[config.mk]
export PLATFORM = sky130hd
export DESIGN_NAME = watch_time_core
export DESIGN_NICKNAME = d
export VERILOG_FILES = /design/src/rtl/watch_pkg.sv /design/src/rtl/wrap_counter.sv /design/src/rtl/watch_time_core.sv
export SDC_FILE = /design/constraint.sdc
export NUM_CORES = 1
export LEC_CHECK = 0
export ABC_AREA = 0
export BUFFER_PORTS_ARGS = -buffer_cell sky130_fd_sc_hd__buf_2
export CORE_MARGIN = 10
export CORE_UTILIZATION = 50
export CTS_BUF_LIST = sky130_fd_sc_hd__clkbuf_4
export DETAILED_ROUTE_END_ITERATION = 10
export PLACE_DENSITY = 0.67
export SETUP_SLACK_MARGIN = 0.1
export SLEW_MARGIN = 20
export SYNTH_ARGS = -nofsm -noshare
export SYNTH_HDL_FRONTEND = slang
export SYNTH_SLANG_ARGS = --single-unit
[constraint.sdc]
create_clock -name clk -period 7.5 [get_ports clk]
set_input_delay 2.25 -clock clk [delete_from_list [all_inputs] [get_ports clk]]
set_output_delay 2.25 -clock clk [all_outputs]
set_load 0.01 [all_outputs]
[src/rtl/watch_pkg.sv]
// Shared definitions for the watch timekeeping core: mode FSM encoding and
// one-hot edit-cursor constants consumed by the display mux.
package watch_pkg;

    typedef enum logic [1:0] {
        RUN      = 2'd0,
        SET_SEC  = 2'd1,
        SET_MIN  = 2'd2,
        SET_HOUR = 2'd3
    } state_t;

    localparam logic [2:0] CUR_NONE = 3'b000;
    localparam logic [2:0] CUR_SEC  = 3'b001;
    localparam logic [2:0] CUR_MIN  = 3'b010;
    localparam logic [2:0] CUR_HOUR = 3'b100;

endpackage

[src/rtl/wrap_counter.sv]
// Modulo-MAX field counter with synchronous clear, up/down step and a
// combinational carry that fires when an increment wraps MAX-1 -> 0.
module wrap_counter #(
    parameter int unsigned MAX = 60
) (
    input  logic                    clk,
    input  logic                    reset,
    input  logic                    inc,
    input  logic                    dec,
    input  logic                    clr,
    output logic [$clog2(MAX)-1:0]  value,
    output logic                    carry_out
);

    localparam int unsigned W = $clog2(MAX);
    localparam logic [W-1:0] TOP = W'(MAX - 1);

    assign carry_out = inc && (value == TOP);

    always_ff @(posedge clk or negedge reset) begin
        if (!reset) begin
            value <= '0;
        end else if (clr) begin
            value <= '0;
        end else if (inc) begin
            value <= (value == TOP) ? '0 : value + 1'b1;
        end else if (dec) begin
            value <= (value == '0) ? TOP : value - 1'b1;
        end
    end

endmodule

[src/rtl/watch_time_core.sv]
// Timekeeping core: centisecond prescaler, rippling time fields, run/set FSM
// with rotating cursor, inc/dec with hold-to-repeat and cursor blink timer.
module watch_time_core
    import watch_pkg::*;
#(
    parameter int unsigned COUNT_TICK   = 1_000_000,
    parameter int unsigned MSEC_MAX     = 100,
    parameter int unsigned SEC_MAX      = 60,
    parameter int unsigned MIN_MAX      = 60,
    parameter int unsigned HOUR_MAX     = 24,
    parameter int unsigned REPEAT_DELAY = 50_000_000,
    parameter int unsigned REPEAT_RATE  = 10_000_000,
    parameter int unsigned BLINK_HALF   = 25_000_000
) (
    input  logic                         clk,
    input  logic                         reset,
    input  logic                         set_sw,
    input  logic                         btn_sel,
    input  logic                         btn_inc,
    input  logic                         btn_dec,
    output logic [$clog2(MSEC_MAX)-1:0]  msec,
    output logic [$clog2(SEC_MAX)-1:0]   sec,
    output logic [$clog2(MIN_MAX)-1:0]   min,
    output logic [$clog2(HOUR_MAX)-1:0]  hour,
    output logic [2:0]                   cursor,
    output logic                         blink
);

    localparam int unsigned PW = $clog2(COUNT_TICK);
    localparam int unsigned RW = $clog2(REPEAT_DELAY + 1);
    localparam int unsigned BW = $clog2(BLINK_HALF);

    state_t          state, state_next;
    logic            sel_q, inc_q, dec_q;
    logic [PW-1:0]   presc;
    logic [RW-1:0]   rep_cnt;
    logic [BW-1:0]   blink_cnt;

    logic in_set, editing, sel_rise, one_btn, btn_rise, rep_fire;
    logic step, step_inc, step_dec, cursor_move, tick;
    logic msec_c, sec_c, min_c, hour_carry_unused;

    assign in_set      = (state != RUN);
    assign editing     = in_set && set_sw;
    assign sel_rise    = btn_sel && !sel_q;
    assign one_btn     = btn_inc ^ btn_dec;
    assign btn_rise    = (btn_inc && !inc_q) || (btn_dec && !dec_q);
    assign rep_fire    = (rep_cnt == RW'(REPEAT_DELAY));
    assign cursor_move = editing && sel_rise;
    // A cursor move wins over a coincident step; both-pressed never steps.
    assign step        = editing && one_btn && (btn_rise || rep_fire) && !sel_rise;
    assign step_inc    = step && btn_inc;
    assign step_dec    = step && btn_dec;
    assign tick        = (state == RUN) && (presc == PW'(COUNT_TICK - 1));

    // State register
    always_ff @(posedge clk or negedge reset) begin
        if (!reset) state <= RUN;
        else        state <= state_next;
    end

    // Next-state logic
    always_comb begin
        state_next = state;
        case (state)
            RUN: if (set_sw) state_next = SET_SEC;
            SET_SEC:  if (!set_sw) state_next = RUN; else if (sel_rise) state_next = SET_MIN;
            SET_MIN:  if (!set_sw) state_next = RUN; else if (sel_rise) state_next = SET_HOUR;
            SET_HOUR: if (!set_sw) state_next = RUN; else if (sel_rise) state_next = SET_SEC;
            default:  state_next = RUN;
        endcase
    end

    // Output decode of the state register
    always_comb begin
        cursor = CUR_NONE;
        case (state)
            SET_SEC:  cursor = CUR_SEC;
            SET_MIN:  cursor = CUR_MIN;
            SET_HOUR: cursor = CUR_HOUR;
            default:  cursor = CUR_NONE;
        endcase
    end

    always_ff @(posedge clk or negedge reset) begin
        if (!reset) begin
            sel_q <= 1'b0;
            inc_q <= 1'b0;
            dec_q <= 1'b0;
        end else begin
            sel_q <= btn_sel;
            inc_q <= btn_inc;
            dec_q <= btn_dec;
        end
    end

    always_ff @(posedge clk or negedge reset) begin
        if (!reset)      presc <= '0;
        else if (in_set) presc <= '0;
        else if (tick)   presc <= '0;
        else             presc <= presc + 1'b1;
    end

    // Repeat counter is idle at 0; it only starts on a fresh single-button edge,
    // then reloads so that REPEAT_RATE cycles later it hits REPEAT_DELAY again.
    always_ff @(posedge clk or negedge reset) begin
        if (!reset)                    rep_cnt <= '0;
        else if (!editing || !one_btn) rep_cnt <= '0;
        else if (btn_rise)             rep_cnt <= RW'(1);
        else if (rep_fire)             rep_cnt <= RW'(REPEAT_DELAY - REPEAT_RATE + 1);
        else if (rep_cnt != '0)        rep_cnt <= rep_cnt + 1'b1;
    end

    always_ff @(posedge clk or negedge reset) begin
        if (!reset) begin
            blink     <= 1'b1;
            blink_cnt <= '0;
        end else if (state_next == RUN || state == RUN || step || cursor_move) begin
            blink     <= 1'b1;
            blink_cnt <= '0;
        end else if (blink_cnt == BW'(BLINK_HALF - 1)) begin
            blink     <= !blink;
            blink_cnt <= '0;
        end else begin
            blink_cnt <= blink_cnt + 1'b1;
        end
    end

    wrap_counter #(.MAX(MSEC_MAX)) u_msec (
        .clk(clk), .reset(reset),
        .inc(tick), .dec(1'b0), .clr(in_set),
        .value(msec), .carry_out(msec_c)
    );

    wrap_counter #(.MAX(SEC_MAX)) u_sec (
        .clk(clk), .reset(reset),
        .inc(msec_c || (step_inc && state == SET_SEC)),
        .dec(step_dec && state == SET_SEC), .clr(1'b0),
        .value(sec), .carry_out(sec_c)
    );

    wrap_counter #(.MAX(MIN_MAX)) u_min (
        .clk(clk), .reset(reset),
        .inc((sec_c && !in_set) || (step_inc && state == SET_MIN)),
        .dec(step_dec && state == SET_MIN), .clr(1'b0),
        .value(min), .carry_out(min_c)
    );

    wrap_counter #(.MAX(HOUR_MAX)) u_hour (
        .clk(clk), .reset(reset),
        .inc((min_c && !in_set) || (step_inc && state == SET_HOUR)),
        .dec(step_dec && state == SET_HOUR), .clr(1'b0),
        .value(hour), .carry_out(hour_carry_unused)
    );

endmodule

==> flow_summary.ini <==
[run_status]
outcome = finished, final reports clean

[grt]
grt_pass1_vias = 4383
grt_pass1_wl_um = 21180
grt_overflow_total = 0
antenna_found_initial = 0
gr-usage-all-layers = 0.1544
grt_max_degree = 74

[finish]
syn_to_final_growth_pct = 6.463
fillerInstances = 1061
diodes = 0
drive_above_1_share = 0.1150
final_nets = 675
seqCellArea_um2 = 2529
utilization = 0.5402
multi_input_area_um2 = 3063

[clock_network]
cts-resized-gates = 0
h-tree-depth = 3
clkLatencyLatePin_ps = 470
hold_buffers = 0
cts_inserted_buffers = 9
cts_tree = built
clock-sinks = 101
clock-root-buffer = clkbuf_4
cts_setup_buffers = 0
cts_buffer_depth = 2
path_clk_slew_ps = 150

[worst_hold_path]
hp-class = register to register
hold_depth = 1
hold_start = presc[0]

[critical_path]
worst-endpoint-required_ps = 7830
cp.depth = 7
rrSetupSlack_ps = 4360
start_kind = primary input
cp-startpoint = btn_inc
path_cells = buf_2 > inv_1 > o22ai_1 > o21ai_0 > and4_1 > nand2b_1 > nor2_1
cpPeakStageDelay_ps = 650
timing.rr.start = rep_cnt[0]
cp_max_fo = 25
cp_num_buf_inv = 2
arrival_ps = 4240
crit_type = primary input to register
r2r_cells = 9
worst_path_dominant_cell_family = simple AND/OR/NAND/NOR gates
slowest_stage = nand2b_1
worstSetupEndpointType = register

[synthesis]
ys_ff_latch = 101
async_flop_share = 1.000
syn_area_um2 = 5769
synth_fp_nets = 646
synth_cells = 627
yosysWarnings = 0
ys_types = 70
synth_top_flop_cell = dfrtp_1
ys_seq_area_frac = 0.4383
synth-edff-count = 0
syn_avg_cell_area_um2 = 9.201

[sta]
setup_violations = 0
fin_crit_ps = 3908
setup_tns_ps = 0
final-hold-violation-count = 0
tightest_slew_ps = 908.8
max_freq_ghz = 0.2559
drv_slew = 0
min_period_over_period = 0.5211
max_slew_margin = 0.3942
skew_ps = 18.53
rsz0062_at_grt = false

[placed_design]
portBuffers = 33
routabilityCongestion = 0.8295
dpl.hpwl_um = 8761

[power]
p_switching_mw = 0.3390
powerDensity_nw_per_um2 = 171.1
pwr-share-seq = 0.584
vdd_drop_max_mv = 0.1171
p_int_mw = 0.7121
p_leak_nw = 2.687
swShare = 0.3225
combinationalPowerShare = 0.172
clockPowerShare = 0.244

[flow_run]
maxCapViolations = 0

[detailed_routing]
vias = 4501
ant_nets = 0
dr.pass1.iters = 5
drcViolationCount = 0
wl_um = 12010
vias_per_cell = 5.598
drtIter0Drc = 315
wl_per_cell_um = 14.93

[floorplanning]
die_area_um2 = 16230
core_um2 = 11370
rows = 39
die_w_um = 127.4
initial_core_util = 0.5074
die_y_um = 127.4
io-pin-count = 34
==> power by group through the flow <==
stage | registers, mW | clock network [mW] | logic, mW
floorplan | 0.614 | 0 | 0.129
global placement | 0.621 | 0 | 0.176
detailed placement | 0.624 | 0 | 0.183
CTS | 0.613 | 0.270 | 0.184
global route | 0.620 | 0.291 | 0.207
finish | 0.614 | 0.257 | 0.181
==> worst paths after layout <==
| check | end |
|---|---|
| max in group asynchronous | rep_cnt[8] |
| worst max-delay path | blink_cnt[2] |
| min in group asynchronous | presc[6] |
| worst min register to register | presc[0] |
| worst max register to register | blink_cnt[2] |
| worst min-delay path | presc[0] |
==> layout by cell type (no fill, tap or decap), drive strengths merged, types with 21 or more instances in the layout <==
| cell type | Yosys | final |
|---|---|---|
| xnor2 | 28 | 28 |
| nand4 | 21 | 21 |
| nand2 | 58 | 58 |
| xor2 | 41 | 41 |
| o21ai | 28 | 28 |
| nor2 | 99 | 99 |
| buf | 7 | 34 |
| and3 | 25 | 25 |
| nand3 | 38 | 38 |
| dfrtp | 100 | 100 |
| inv | 22 | 23 |
==> state kept, by name, summed over array words and instances (netlist names) <==
| register | flops |
|---|---|
| blink_cnt | 25 |
| presc | 20 |
| inc_q | 1 |
| state | 2 |
| u_msec.value | 7 |
| u_hour.value | 5 |
| blink | 1 |
| rep_cnt | 26 |
| dec_q | 1 |
| u_min.value | 6 |
| u_sec.value | 6 |
| sel_q | 1 |
==> cell families after synthesis <==
kind of cell | share of synthesized area
mux | 0.007157
xor+xnor | 0.1047
compound gates | 0.09413
fa+ha+maj | 0.02819
flops | 0.4383
simple gates | 0.2967
buf+inv | 0.03080
==> cell usage after synthesis (13+ instances only) <==
| master | count | area share |
|---|---|---|
| inv_1 | 22 | 0.014 |
| a21oi_1 | 18 | 0.016 |
| and3_1 | 25 | 0.027 |
| nor3_1 | 15 | 0.013 |
| nor2_1 | 99 | 0.064 |
| xor2_1 | 41 | 0.062 |
| xnor2_1 | 28 | 0.043 |
| dfrtp_1 | 100 | 0.43 |
| o21ai_0 | 24 | 0.021 |
| nand4_1 | 17 | 0.018 |
| nand2_1 | 58 | 0.038 |
| ha_1 | 13 | 0.028 |
| nand3_1 | 37 | 0.032 |
==> through the flow <==
| step | cell area [µm²] | instances | setup slack (ps) | total power, mW | hold slack, ps |
|---|---|---|---|---|---|
| 3_3_place_gp | 6028 | 788 | 3184 | 0.7971 | 480.6 |
| 6_report | 6142 | 804 | 3592 | 1.051 | 492.7 |
| 3_5_place_dp | 6028 | 788 | 3068 | 0.8061 | 477.1 |
| 5_1_grt | 6142 | 804 | 3373 | 1.118 | 541.1 |
| 2_1_floorplan | 5769 | 627 | 3430 | 0.7436 | 455.5 |
| 4_1_cts | 6142 | 804 | 3600 | 1.067 | 497.2 |
==> layout make-up <==
type	instances	area share
Clock inverter	6	0.006315
Timing Repair Buffer	34	0.02852
Tap cell	143	0.02913
Multi-Input combinational cell	488	0.4987
Clock buffer	10	0.01222
Inverter	22	0.01344
Sequential cell	101	0.4117
==> layer usage <==
metal / GRT usage / wire [µm]
met1: 0.2071 / 5811
met2: 0.2378 / 5645
met3: 0.03515 / 436
met4: 0.05760 / 112
met5: 0 / 0
Note: power is estimated with default switching activity, not from simulation.
